==> src/rtl/mux_pkg.sv <==
// Shared constants and output-stage state type for the four-to-one stream merger.
package mux_pkg;

  localparam int NUM_CH = 4;
  localparam int SEL_W  = 2;

  typedef enum logic {
    EMPTY = 1'b0,
    FULL  = 1'b1
  } stage_e;

endpackage

==> src/rtl/rr_arbiter4.sv <==
// Four-way grant selector: searches upward from last+1 with wrap and grants the
// first requesting channel; gnt is one-hot when enabled and any req is set.
module rr_arbiter4
  import mux_pkg::*;
(
  input  logic [NUM_CH-1:0] req,
  input  logic [SEL_W-1:0]  last,
  input  logic              enable,
  output logic [NUM_CH-1:0] gnt,
  output logic [SEL_W-1:0]  gnt_idx
);

  logic [SEL_W-1:0] cand_s;
  logic             found_s;

  // Wrap-around search; the fourth candidate is the last winner itself.
  always_comb begin
    gnt     = {NUM_CH{1'b0}};
    gnt_idx = last;
    cand_s  = {SEL_W{1'b0}};
    found_s = 1'b0;
    for (int k = 1; k <= NUM_CH; k++) begin
      cand_s = last + SEL_W'(k);
      if (!found_s && req[cand_s]) begin
        found_s = 1'b1;
        gnt_idx = cand_s;
      end else begin
        found_s = found_s;
      end
    end
    if (enable && found_s) begin
      gnt[gnt_idx] = 1'b1;
    end else begin
      gnt = {NUM_CH{1'b0}};
    end
  end

endmodule

==> src/rtl/mux_fourtoone_rr.sv <==
// Merges four valid/ready streams into one registered output stage.
// Define MUX_FIXED_PRIO_EN for lowest-index-wins priority instead of round-robin.
module mux_fourtoone_rr
  import mux_pkg::*;
#(
  parameter int DATA_W = 8
) (
  input  logic                     clk,
  input  logic                     rst_n,
  input  logic [NUM_CH-1:0]        in_valid,
  input  logic [NUM_CH*DATA_W-1:0] in_data,
  output logic [NUM_CH-1:0]        in_ready,
  output logic                     out_valid,
  output logic [DATA_W-1:0]        out_data,
  output logic [SEL_W-1:0]         out_sel,
  input  logic                     out_ready
);

  stage_e            state_r, next_state_s;
  logic [DATA_W-1:0] out_data_r, next_data_s;
  logic [SEL_W-1:0]  out_sel_r, next_sel_s;
  logic [SEL_W-1:0]  arb_last_s;
  logic [SEL_W-1:0]  gnt_idx_s;
  logic [NUM_CH-1:0] gnt_s;
  logic              can_load_s;
  logic              in_xfer_s;

  assign can_load_s = (state_r == EMPTY) || out_ready;
  assign in_xfer_s  = |gnt_s;
  assign in_ready   = gnt_s;
  assign out_valid  = (state_r == FULL);
  assign out_data   = out_data_r;
  assign out_sel    = out_sel_r;

`ifdef MUX_FIXED_PRIO_EN
  // Starting the search after channel 3 makes channel 0 the highest priority.
  assign arb_last_s = SEL_W'(NUM_CH - 1);
`else
  logic [SEL_W-1:0] last_grant_r, next_last_s;

  // Round-robin pointer moves only when an input word is actually taken.
  always_comb begin
    if (in_xfer_s) begin
      next_last_s = gnt_idx_s;
    end else begin
      next_last_s = last_grant_r;
    end
  end

  // Round-robin pointer register; channel 0 goes first after reset.
  always_ff @(posedge clk or negedge rst_n) begin
    if (!rst_n) begin
      last_grant_r <= SEL_W'(NUM_CH - 1);
    end else begin
      last_grant_r <= next_last_s;
    end
  end

  assign arb_last_s = last_grant_r;
`endif

  rr_arbiter4 u_arb (
    .req     (in_valid),
    .last    (arb_last_s),
    .enable  (can_load_s & rst_n),
    .gnt     (gnt_s),
    .gnt_idx (gnt_idx_s)
  );

  // Output stage next-state: a load wins over a drain so full throughput is kept.
  always_comb begin
    next_state_s = state_r;
    next_data_s  = out_data_r;
    next_sel_s   = out_sel_r;
    case (state_r)
      EMPTY: begin
        if (in_xfer_s) begin
          next_state_s = FULL;
          next_data_s  = in_data[gnt_idx_s*DATA_W +: DATA_W];
          next_sel_s   = gnt_idx_s;
        end else begin
          next_state_s = EMPTY;
        end
      end
      FULL: begin
        if (in_xfer_s) begin
          next_state_s = FULL;
          next_data_s  = in_data[gnt_idx_s*DATA_W +: DATA_W];
          next_sel_s   = gnt_idx_s;
        end else if (out_ready) begin
          next_state_s = EMPTY;
        end else begin
          next_state_s = FULL;
        end
      end
      default: begin
        next_state_s = EMPTY;
      end
    endcase
  end

  // Output stage registers; a held word is dropped on reset.
  always_ff @(posedge clk or negedge rst_n) begin
    if (!rst_n) begin
      state_r    <= EMPTY;
      out_data_r <= {DATA_W{1'b0}};
      out_sel_r  <= {SEL_W{1'b0}};
    end else begin
      state_r    <= next_state_s;
      out_data_r <= next_data_s;
      out_sel_r  <= next_sel_s;
    end
  end

endmodule

==> config.mk <==
export PLATFORM = sky130hd
export DESIGN_NAME = mux_fourtoone_rr
export DESIGN_NICKNAME = d
export VERILOG_FILES = /design/src/rtl/mux_pkg.sv /design/src/rtl/rr_arbiter4.sv /design/src/rtl/mux_fourtoone_rr.sv
export SDC_FILE = /design/constraint.sdc
export NUM_CORES = 1
export LEC_CHECK = 0
export BUFFER_PORTS_ARGS = -buffer_cell sky130_fd_sc_hd__buf_2
export CORE_ASPECT_RATIO = 1.1
export CORE_MARGIN = 2
export CORE_UTILIZATION = 40
export CTS_BUF_LIST = sky130_fd_sc_hd__clkbuf_4 sky130_fd_sc_hd__clkbuf_8 sky130_fd_sc_hd__clkbuf_16
export CTS_CLUSTER_DIAMETER = 60
export DETAILED_ROUTE_END_ITERATION = 12
export GPL_TIMING_DRIVEN = 1
export PLACE_DENSITY = 0.76
export SYNTH_ARGS = -nofsm -noshare
export SYNTH_HDL_FRONTEND = slang
export SYNTH_SLANG_ARGS = --single-unit
==> constraint.sdc <==
create_clock -name clk -period 2.04 [get_ports clk]
set_clock_uncertainty 0.2 [all_clocks]
set_input_delay 0.204 -clock clk [delete_from_list [all_inputs] [get_ports clk]]
set_output_delay 0.204 -clock clk [all_outputs]
set_load 0.02 [all_outputs]
# Word-level counts from Yosys, hierarchy flattened
# Index checks and enable logic that the tools add are counted.
# W data, S select, Z words.
[classes] n_reduce_logical=10 magnitude_cmp=6 mux=25 n_bitwise=2 n_shift=1 addsub=3
[op_table] op="$shiftx A32 B6 Y8" n=1
[op_table] op="$lt A2 B3 Y1 const B" n=5
[op_table] op="$mux W1" n=12
[op_table] op="$mux W2" n=5
[op_table] op="$bmux W1 S2" n=4
[op_table] op="$mux W8" n=1
[op_table] op="$logic_and A1 B1 Y1" n=5
[op_table] op="$add A2 B2 Y2 const B" n=2
[op_table] op="$mux W4" n=1
[op_table] op="$reduce_or A4 Y1" n=1
[op_table] op="$logic_not A1 Y1" n=3
[op_table] op="$add A2 B1 Y2 const B" n=1
[op_table] op="$demux W1 S2" n=1
[op_table] op="$ge A2 B1 Y1 const B" n=1
[op_table] op="$pmux W1 S2" n=1
[op_table] op="$and A1 B1 Y1" n=1
[op_table] op="$logic_or A1 B1 Y1" n=1
[op_table] op="$not A1 Y1" n=1
[totals] register_bits=13 elab_cells=51 input_bits=39

# Logic depth before layout (Yosys ltp)
# Gate-level depths: netlist of the first run.
[logic_depth] ltp_word=21 mapped_depth=7 depth_no_buf=5

# Hierarchy
# A second synthesis of the first run with hierarchy kept.
[hier_totals] cells_unflattened=58 hier_area_um2=835.8
[by_module_without_submodules] mod="mux_fourtoone_rr" area_each_um2=703.2 instances=1 cells_per_inst=40 seq_area_each_um2=327.8
[by_module_without_submodules] mod="rr_arbiter4" area_each_um2=132.6 instances=1 cells_per_inst=18 seq_area_each_um2=0.0

# Worst setup path before layout of the first run
# OpenSTA, ideal clock, no wires.
[synth_timing] kind="reg-to-output" from="reg last_grant_r[0], in the netlist arb_last_s[0]" to="out in_ready[2]" t_required_ps=1636 arrival_ps=1818 path_buffers=2 stages_incl_launch_ff=7 slack_ps=-182 path_cell_list="dfstp_2 -> nand2b_2 -> nor2_2 -> buf_6 -> or4_1 -> buf_6 -> nor2_1"
[synth_via] elab_chain_len=18
[synth_lines] element="start: declaration" line="mux_fourtoone_rr.sv:39" text="logic [SEL_W-1:0] last_grant_r, next_last_s;"
[synth_lines] element="start signal: assignment" line="mux_fourtoone_rr.sv:53" text="last_grant_r <= SEL_W'(NUM_CH - 1);"
[synth_lines] element="start signal: assignment" line="mux_fourtoone_rr.sv:55" text="last_grant_r <= next_last_s;"
[synth_lines] element="$add A2 B1 Y2" line="rr_arbiter4.sv:23" text="cand_s = last + SEL_W'(k);"
[synth_lines] element="$bmux W1 S2" line="rr_arbiter4.sv:24" text="if (!found_s && req[cand_s]) begin"
[synth_lines] element="$mux W1 (implied by the code)" line="rr_arbiter4.sv:24"
[synth_lines] element="$mux W1" line="rr_arbiter4.sv:24"
[synth_lines] element="$logic_not A1 Y1" line="rr_arbiter4.sv:24"
[synth_lines] element="$logic_and A1 B1 Y1" line="rr_arbiter4.sv:24"
[synth_lines] element="$mux W1" line="rr_arbiter4.sv:24"
[synth_lines] element="$logic_not A1 Y1" line="rr_arbiter4.sv:24"
[synth_lines] element="(+2 left out)"
[synth_lines] element="$logic_not A1 Y1" line="rr_arbiter4.sv:24"
[synth_lines] element="$logic_and A1 B1 Y1" line="rr_arbiter4.sv:24"
[synth_lines] element="$mux W2" line="rr_arbiter4.sv:24"
[synth_lines] element="$lt A2 B3 Y1 (implied by the code) / $ge A2 B1 Y1 (equally long branches)" line="rr_arbiter4.sv:32" text="gnt[gnt_idx] = 1'b1;"
[synth_lines] element="$logic_and A1 B1 Y1 (implied by the code)" line="rr_arbiter4.sv:32"
[synth_lines] element="$mux W1 (implied by the code)" line="rr_arbiter4.sv:32"
[synth_lines] element="$demux W1 S2"
[synth_lines] element="$mux W4 *" line="rr_arbiter4.sv:31" text="if (enable && found_s) begin"
[synth_lines] element="end: declaration" line="mux_fourtoone_rr.sv:12" text="output logic [NUM_CH-1:0] in_ready,"
# Mark *: on every way between the ends. The rest lies on a longest branch, timed or not. The select of a mux whose other input is x is not followed.

# Worst setup path in the final report of the first run
[layout_timing] from="reg last_grant_r[0], in the netlist arb_last_s[0]" to="out in_ready[3]"
# The elaborated chain is that of the path after synthesis.

==> results of run 1 <==
[critical path: stages, from the launching register on]
cell	delay, ps
dfstp_2	550
nand2b_4	160
a21oi_4	70
or4_4	570
nor2_4	130
buf_6	110
[final cells by class]
type | instances | area, sq um | share of cell area (%)
multi-input combinational | 82 | 691 | 43.5
timing repair buffer | 80 | 498 | 31.4
sequential | 13 | 328 | 20.6
clock buffer | 4 | 30.0 | 1.89
tap | 30 | 37.5 | 2.36
inverter | 1 | 3.75 | 0.236
[Yosys cell counts (all sizes together), types with 2 or more instances]
master	instances	area, sq um
buf	6	53.8
a21oi	4	23.8
nand2	11	41.3
or2	3	18.8
o21a	2	15.0
o211ai	8	100
o31ai	9	67.6
dfstp	2	52.6
nand4	8	50.1
mux2i	8	80.1
a21o	9	67.6
nand2b	5	33.8
nor2	7	28.8
dfrtp	11	275
[repair_timing]
action | CTS | global route
resized for setup | 6 | 12
buffers inserted | 4 | 7
hold buffers | 2 | 0
setup endpoints to repair | 10 | 12
pin swaps | 3 | 5
endpoints found under the hold margin | 13 | 0
[sequential cells by signal, summed over array words and instances, names as in the netlist]
name and cells:
arb_last_s 2, out_valid 1, out_data 8, out_sel 2
[metrics by stage]
step / TNS (ps) / area, sq um
floorplan: -3.17 / 1020
global placement: 0 / 1380
detailed placement: -28.1 / 1380
CTS: -834 / 1480
global route: -1780 / 1590
finish: -1020 / 1590
[cell usage in the layout, fill, tap and decap left out, types with 3 or more instances in the layout]
cell type	Yosys	layout
nand2b_4	0	3
buf_4	0	25
nor2_1	6	3
o31ai_1	9	8
buf_2	1	49
nand2_1	11	11
dfrtp_1	11	11
buf_6	4	4
mux2i_1	8	6
a21o_1	9	9
clkbuf_4	0	4
nand4_1	8	8
o211ai_2	8	8
nor2_4	0	4
[power groups by stage]
stage | clock (uW) | combinational, uW | sequential [uW]
detailed placement | 0 | 952 | 449
CTS | 175 | 1010 | 441
global placement | 0 | 925 | 440
floorplan | 0 | 524 | 572
finish | 167 | 1120 | 442
global route | 187 | 1200 | 459
[per-layer routing]
layer  track usage [%]  part of all wire (%)
met1              28.9                    39
met2              40.4                    53
met3              6.18                   6.6
met4              6.02                   1.1
met5                 0                     0
[cells by family after synthesis]
group	synth area share [%]
mux	8.12
compound gates	31.7
simple gates	21.1
buf+inv	5.84
flops	33.2
[how the worst min path moves through the flow]
stage,start,to,cells past startpoint
3_3_place_gp,rst_n,out_data[0],2
5_1_grt,in_data[29],out_data[5],3
2_1_floorplan,rst_n,out_data[0],0
4_1_cts,in_data[29],out_data[5],3
6_report,in_data[26],out_data[2],3
3_5_place_dp,rst_n,out_data[5],2
==> impl_metrics.ini, run 1 <==
[final_layout]
antenna_cells = 0
instances_no_fill = 210
fillers = 183
syn_to_final_growth_pct = 61.0
final_layout_size_suffix_gt1_share_pct = 61.7
final_core_util_pct = 69.1
fin_nets = 220

[drt]
drtAntennaViolNets = 0
drt-pass1-iter-count = 4
vias_per_cell = 5.41
wirelength_microns = 3230
wl_per_cell_microns = 15.4
drt_first_iter_violations = 35
drc_errors = 0
via_count = 1137

[place]
portBuffers = 53
dp_hpwl_microns = 2430
dp.cells = 194
place.gp.congestion = 0.903
dp_slack_ps = -10.5

[worst_setup_path]
worst_ep_arrival_time_ps = 1860
r2r.worst_path.cells = 6
worstSetupPathType = flip-flop to output pin
r2r-end = out_data[4]
r2r_slack_ps = -60
crit_path_end = in_ready[3]
start_kind = flip-flop
path_max_fanout = 4
r2r-start = arb_last_s[0]
crit_start = arb_last_s[0]
critPathCaptureType = output pin
worstPathRequired_ps = 1640

[timing]
setup_violations = 12
max_slew.worst_pin.slew_ps = 335
relSlewSlack_pct = 77.6
whs_ps = 32.2
finalHoldViolCount = 0
drv_slew = 0
setup_ws_ps = -222
rsz0062_at_grt = yes
fin_crit_sh_pct = 111
fin_crit_ps = 2260
fmax_ghz = 0.442

[logic_synthesis]
yosysSeqAreaShare_pct = 33.2
synth_nets = 141
ys_ff_latch = 13
ys_warn_count = 0
synthDistinctLibCells = 29
synth_ff_type = dfrtp_1
synth_edf_count = 0
netlist_area_sq_um = 986
postSynth.asyncResetShare_pct = 100
netlist_instances = 102
syn-mean-instance-area_sq_um = 9.67

[status]
violations = setup timing
status = finished with violations

[clock_network]
cts_made_buffers = 3
htreeDepth = 1
clock-sinks = 13
clock_path_buffers = 2
clk_pin_slew_worst_paths_ps = 70
root_buffer = clkbuf_4
clk_latency_ps = 270
cts_tree = built

[floorplanning]
dieArea_sq_mm = 0.00288
initial_core_util_pct = 42.9
die_height_microns = 56.1
design.core.area_sq_mm = 0.00230
io_pins = 54
rows = 18
fp.dieW_microns = 51.3

[power_and_ir_drop]
powerDensity_mw_per_mm2 = 1090
pwr-share-seq_pct = 25.5
p_int_uw = 993
p_leak_uw = 0.000793
ir_worst_vdd_mv = 0.788
combPwrFrac_pct = 64.8
switching_share_pct = 42.7
switchingPower_uw = 739
power_uw = 1730
pwr-share-clk_pct = 9.7

[global_routing]
grt_pass1_vias = 1106
grt-ovfl-total = 0
antenna_found_initial = 0
grt_use_total_pct = 23.6
grt_pass1_wl_microns = 5130
grt_max_degree = 10

[flow_run]
maxCapViolCount = 0

[worst_hold_path]
holdCritPathClass = input port to flip-flop
No activity file was read; power rests on OpenSTA's default activity.
==> run 2: changes to the inputs <==
Settings changed: CORE_MARGIN 2 to 3, CORE_UTILIZATION 40 to 41, PLACE_DENSITY 0.76 to 0.78, SYNTH_HIERARCHICAL from default to 1.
Clock period 2.04 ns to 2.17 ns, I/O delays scaled along.
==> run 2 against run 1 <==
The run still ends with setup timing left; clock power is 13% lower; die area shrank 9.1%; synthesized area decreased by 15%; critical endpoint is now out_sel[0].
==> impl_metrics.ini, run 2 <==
[final_layout]
final_cell_mix = 50 x buf_2, 11 x dfrtp_1, 8 x mux4_2, 8 x buf_4, 7 x buf_6
layout_commonest_cell = buf_2
antenna_cells = 0
fillers = 132
syn_to_final_growth_pct = 63.0
final_layout_size_suffix_gt1_share_pct = 83.2
largest_reg_flops = 8
fin_nets = 165
final_core_util_pct = 73.2

[logic_synthesis]
yosysSeqAreaShare_pct = 39.2
synth_top_area_cell = dfrtp_1
synth_edf_count = 0
ys_ff_latch = 13
synth.top_cells.by_area = dfrtp_1 33%, mux4_2 22%, mux2_2 16%
yosysTopAreaCellShare_pct = 32.9
synth_nets = 97
synth_ff_type = dfrtp_1
ys_warn_count = 6
netlist_instances = 58
ys_top_cells_by_count = 12 x mux2_2, 11 x dfrtp_1, 8 x mux4_2
yosysMostFrequentCell = mux2_2
synthDistinctLibCells = 23
syn-mean-instance-area_sq_um = 14.4
postSynth.asyncResetShare_pct = 100
netlist_area_sq_um = 836

[drt]
routed.top_layer = met4
wirelength_microns = 2040
vias_per_cell = 5.23
drtAntennaViolNets = 0
wl_per_cell_microns = 13.4
met1Wirelength_microns = 787
wl_met3_microns = 169
drc_errors = 0
via_count = 795
drt-pass1-iter-count = 4
wl_met2_microns = 1080
drt_first_iter_violations = 3

[worst_hold_path]
holdCritPathClass = input port to flip-flop
hold_end = out_valid
holdPathStages = 3
hold_start = out_ready

[global_routing]
antenna_found_initial = 0
grt-ovfl-total = 0
grt_max_degree = 14
grt_pass1_wl_microns = 3420
grt_pass1_vias = 837
grt_use_total_pct = 17.1

[floorplanning]
initial_core_util_pct = 44.9
die_height_microns = 53.4
fp.dieW_microns = 49.1
io_pins = 54
dieArea_sq_mm = 0.00262
design.core.area_sq_mm = 0.00186
rows = 16

[timing]
rsz0062_at_grt = yes
setup_ws_ps = -169
finalHoldViolCount = 0
fmax_ghz = 0.427
setup_tns_ps = -2110
fin_crit_ps = 2340
drv_slew = 0
max_slew.worst_pin.slew_ps = 301
whs_ps = 0.723
fin_crit_sh_pct = 108
setup_violations = 15
relSlewSlack_pct = 79.7

[clock_network]
clk_pin_slew_worst_paths_ps = 80
clk_latency_ps = 270
htreeDepth = 1
clock-sinks = 13
cts_made_buffers = 3
root_buffer = clkbuf_4
clock_path_buffers = 2
cts_tree = built

[worst_setup_path]
worstPathRequired_ps = 2120
start_kind = flip-flop
worstSetupPathType = flip-flop to flip-flop
r2r-start = arb_last_s[1]
path_max_fanout = 7
r2r_slack_ps = -170
critPathCaptureType = flip-flop
r2r-end = out_sel[0]
r2r.worst_path.cells = 7
crit_start = arb_last_s[1]
worst_ep_arrival_time_ps = 2290

[power_and_ir_drop]
ir_worst_vdd_mv = 0.840
p_int_uw = 1210
pwr-share-seq_pct = 24.5
p_leak_uw = 0.000663
pwr-share-clk_pct = 7.4
switching_share_pct = 38.7
combPwrFrac_pct = 68.2
powerDensity_mw_per_mm2 = 1450
switchingPower_uw = 763

[place]
portBuffers = 53
dp_slack_ps = -182
place.gp.congestion = 0.702
dp_hpwl_microns = 1650

[status]
violations = setup timing
status = finished with violations

[flow_run]
maxCapViolCount = 0
run 2: cell type report:
type | instances | area, sq um | share of cell area [%]
multi-input cells | 40 | 567 | 41.6
repair buffers | 66 | 399 | 29.3
flip-flops and latches | 13 | 328 | 24.1
well taps | 27 | 33.8 | 2.48
clock buffers | 3 | 22.5 | 1.65
inverters | 2 | 7.51 | 0.551
clock inverters | 1 | 5.00 | 0.367
run 2: cell families after synthesis:
logic type / after synthesis / synth area share (%)
flip-flops: 13 / 39.2
buffers and inverters: 5 / 3.59
AND/OR/NAND/NOR: 13 / 10.6
multiplexers: 21 / 38.9
AO/OA/AOI/OAI: 6 / 7.64
run 2: critical path: stages, from the launching register on:
cell and delay [ps]:
dfstp_2 610, nand2_2 80, a32oi_4 320, buf_6 160, a211oi_4 60, nor4_4 250, buf_4 200, mux2_2 340
run 2: metal layers:
layer  track usage, %  vias up
met5                0        -
met2             34.4       37
met3             3.66        2
met4             2.84        0
li1                 -      360
met1             18.5      396
run 2: worst max-delay path by stage:
stage                             end  slack (ps)  depth (start not counted)
after floorplan           out_data[2]        -160                          6
after global placement    out_data[0]        -130                          6
after detailed placement  out_data[4]        -180                          7
after CTS                 out_data[0]        -170                          6
after global routing       out_sel[0]        -290                          7
final                      out_sel[0]        -170                          7
run 2: power by group through the flow:
stage                     Combinational [uW]  Clock [uW]  Sequential, uW
after CTS                               1290         147             480
after global placement                  1150           0             473
after global routing                    1440         159             501
final                                   1340         145             482
after floorplan                          728           0             606
after detailed placement                1180           0             480
run 2: stage by stage:
stage / power (uW) / instance area, sq um / cells
after global routing: 2100 / 1360 / 152
after floorplan: 1330 / 882 / 58
final: 1970 / 1360 / 152
after CTS: 1920 / 1330 / 150
after detailed placement: 1660 / 1230 / 145
after global placement: 1620 / 1230 / 145
run 2: repair_timing:
action | in CTS | in global routing
endpoints found under the hold margin | 13 | 0
endpoints found under the setup margin | 15 | 16
hold buffers | 1 | 0
gates resized for setup | 15 | 6
buffers inserted | 0 | 2
pin swaps | 4 | 1
==> run 3: changes to the inputs <==
--- a/config.mk
+++ b/config.mk
@@ -7,12 +7,15 @@
 export LEC_CHECK = 0
 export BUFFER_PORTS_ARGS = -buffer_cell sky130_fd_sc_hd__buf_2
+export CELL_PAD_IN_SITES_DETAIL_PLACEMENT = 1
+export CELL_PAD_IN_SITES_GLOBAL_PLACEMENT = 1
 export CORE_ASPECT_RATIO = 1.1
 export CORE_MARGIN = 3
-export CORE_UTILIZATION = 41
+export CORE_UTILIZATION = 31
 export CTS_BUF_LIST = sky130_fd_sc_hd__clkbuf_4 sky130_fd_sc_hd__clkbuf_8 sky130_fd_sc_hd__clkbuf_16
 export CTS_CLUSTER_DIAMETER = 60
 export DETAILED_ROUTE_END_ITERATION = 12
+export GPL_ROUTABILITY_DRIVEN = 1
 export GPL_TIMING_DRIVEN = 1
-export PLACE_DENSITY = 0.78
+export PLACE_DENSITY_LB_ADDON = 0.1
 export SYNTH_ARGS = -nofsm -noshare
 export SYNTH_HDL_FRONTEND = slang
==> constraint.sdc (replaced) <==
create_clock -name clk -period 2.17 [get_ports clk]
set_clock_uncertainty 0.2 [all_clocks]
set_input_delay 0.434 -clock clk [delete_from_list [all_inputs] [get_ports clk]]
set_output_delay 0.434 -clock clk [all_outputs]
set_load 0.02 [all_outputs]
==> run 3 against run 2 <==
The run still ends with setup timing left; clock power grew 12%; critical path depth shrank 3; register-to-register slack lost 70 ps; routed wire length grew 8.2%; largest power group unchanged.
==> impl_metrics.ini, run 3 (synthesis gave the netlist of run 2 again) <==
[status]
status = finished with violations
violations = setup timing

[flow_run]
maxCapViolCount = 0

[global_routing]
grt_max_degree = 14
grt-ovfl-total = 0
grt_pass1_vias = 831
antenna_found_initial = 0
grt_pass1_wl_microns = 3510
grt_use_total_pct = 13.4

[worst_setup_path]
critPathCaptureType = output pin
path_max_fanout = 7
worst_ep_arrival_time_ps = 1840
r2r-end = out_data[2]
r2r.worst_path.cells = 8
crit_family = flip-flops
crit_path_end = in_ready[1]
start_kind = flip-flop
crit_chain = mux2i_2 > a32oi_4 > a211oi_2 > buf_4
crit_start = arb_last_s[1]
worst-path-stages = 4
crit_buf_inv = 1
worstSetupPathType = flip-flop to output pin
r2r_slack_ps = -240
crit_path_top_delay_cell = dfstp_2
r2r-start = arb_last_s[1]
critical-path-max-stage-delay_ps = 610
worstPathRequired_ps = 1540

[final_layout]
layout_commonest_cell = buf_2
multiInputGateArea_sq_um = 533
final_cell_mix = 50 x buf_2, 13 x buf_4, 12 x mux2_2
largest_reg_flops = 8
fillers = 286
syn_to_final_growth_pct = 62.7
final_layout_size_suffix_gt1_share_pct = 82.0
antenna_cells = 0
fin_nets = 168
seq_area_sq_um = 328

[timing]
whs_ps = 306
relSlewSlack_pct = 80.4
finalHoldViolCount = 0
fin_crit_ps = 2470
fin_crit_sh_pct = 114
setup_tns_ps = -3610
drv_slew = 0
rsz0062_at_grt = yes
max_slew.worst_pin.slew_ps = 294
setup_ws_ps = -304
fmax_ghz = 0.404
setup_violations = 16

[clock_network]
clock-sinks = 13
cts_tree = built
clock_path_buffers = 2
htreeDepth = 1
clk_pin_slew_worst_paths_ps = 80
root_buffer = clkbuf_4
cts_made_buffers = 3
clk_latency_ps = 270

[drt]
wirelength_microns = 2210
drtAntennaViolNets = 0
drc_errors = 0
vias_per_cell = 4.98
wl_per_cell_microns = 13.9
drt-pass1-iter-count = 4
via_count = 792
drt_first_iter_violations = 7

[worst_hold_path]
holdCritPathClass = flip-flop to flip-flop

[power_and_ir_drop]
p_leak_uw = 0.000649
powerDensity_mw_per_mm2 = 1420
ir_worst_vdd_mv = 0.683

[floorplanning]
initial_core_util_pct = 32.9
dieArea_sq_mm = 0.00336
die_height_microns = 60.5
rows = 19
design.core.area_sq_mm = 0.00254
io_pins = 54
fp.dieW_microns = 55.5

[place]
dp_hpwl_microns = 1800
place.gp.congestion = 0.734
portBuffers = 53
run 3: cell types whose count changed in the layout (fill, tap and decap cells not counted), moves of 2 or more:
cell,delta
nand2_2,-2
buf_4,+5
buf_6,-3
nand2_1,+2
mux2_2,+6
mux2_4,-6
run 3: report_power, final:
group / internal (uW) / switching (uW)
Combinational: 714 / 572
Sequential: 391 / 87.1
Clock: 83.6 / 78.4
run 3: final cells by class:
type,count,share of cell area (%)
timing repair buffer,69,31.1
multi-input combinational,40,39.2
clock buffer,4,2.21
inverter,2,0.552
tap,31,2.85
sequential,13,24.1
run 3: worst min path at each step:
stage,from,endpoint,slack (ps),cells after the start
floorplan,rst_n,out_data[0],-60,0
global placement,rst_n,out_data[1],210,2
detailed placement,rst_n,out_data[1],210,2
CTS,out_ready,out_valid,310,4
global route,out_data[7],out_data[7],330,1
finish,out_data[5],out_data[5],310,1
run 3: through the flow:
| stage | util [%] | total power (uW) | cell area (sq um) | std cells | setup slack (ps) |
|---|---|---|---|---|---|
| 6_report | 53.5 | 1930 | 1360 | 159 | -304 |
| 5_1_grt | 53.5 | 2080 | 1360 | 159 | -405 |
| 4_1_cts | 52.1 | 1900 | 1330 | 158 | -325 |
| 3_5_place_dp | 49.2 | 1680 | 1250 | 152 | -227 |
| 3_3_place_gp | 49.2 | 1650 | 1250 | 152 | -173 |
| 2_1_floorplan | - | 1280 | 863 | 58 | -170 |
run 3: what timing repair did:
action,4_1_cts,5_1_grt
gates resized for setup,8,4
hold endpoints to repair,11,0
pin swaps,4,2
setup buffers,1,1
hold buffers,1,0
endpoints found under the setup margin,16,17
run 3: layer usage:
metal | GRT usage [%] | vias to the layer above | part of all wire [%]
li1 | - | 366 | -
met1 | 14.1 | 388 | 34
met2 | 25.5 | 34 | 56
met3 | 3.83 | 4 | 8.6
met4 | 5.21 | 0 | 1.0
met5 | 0 | - | 0
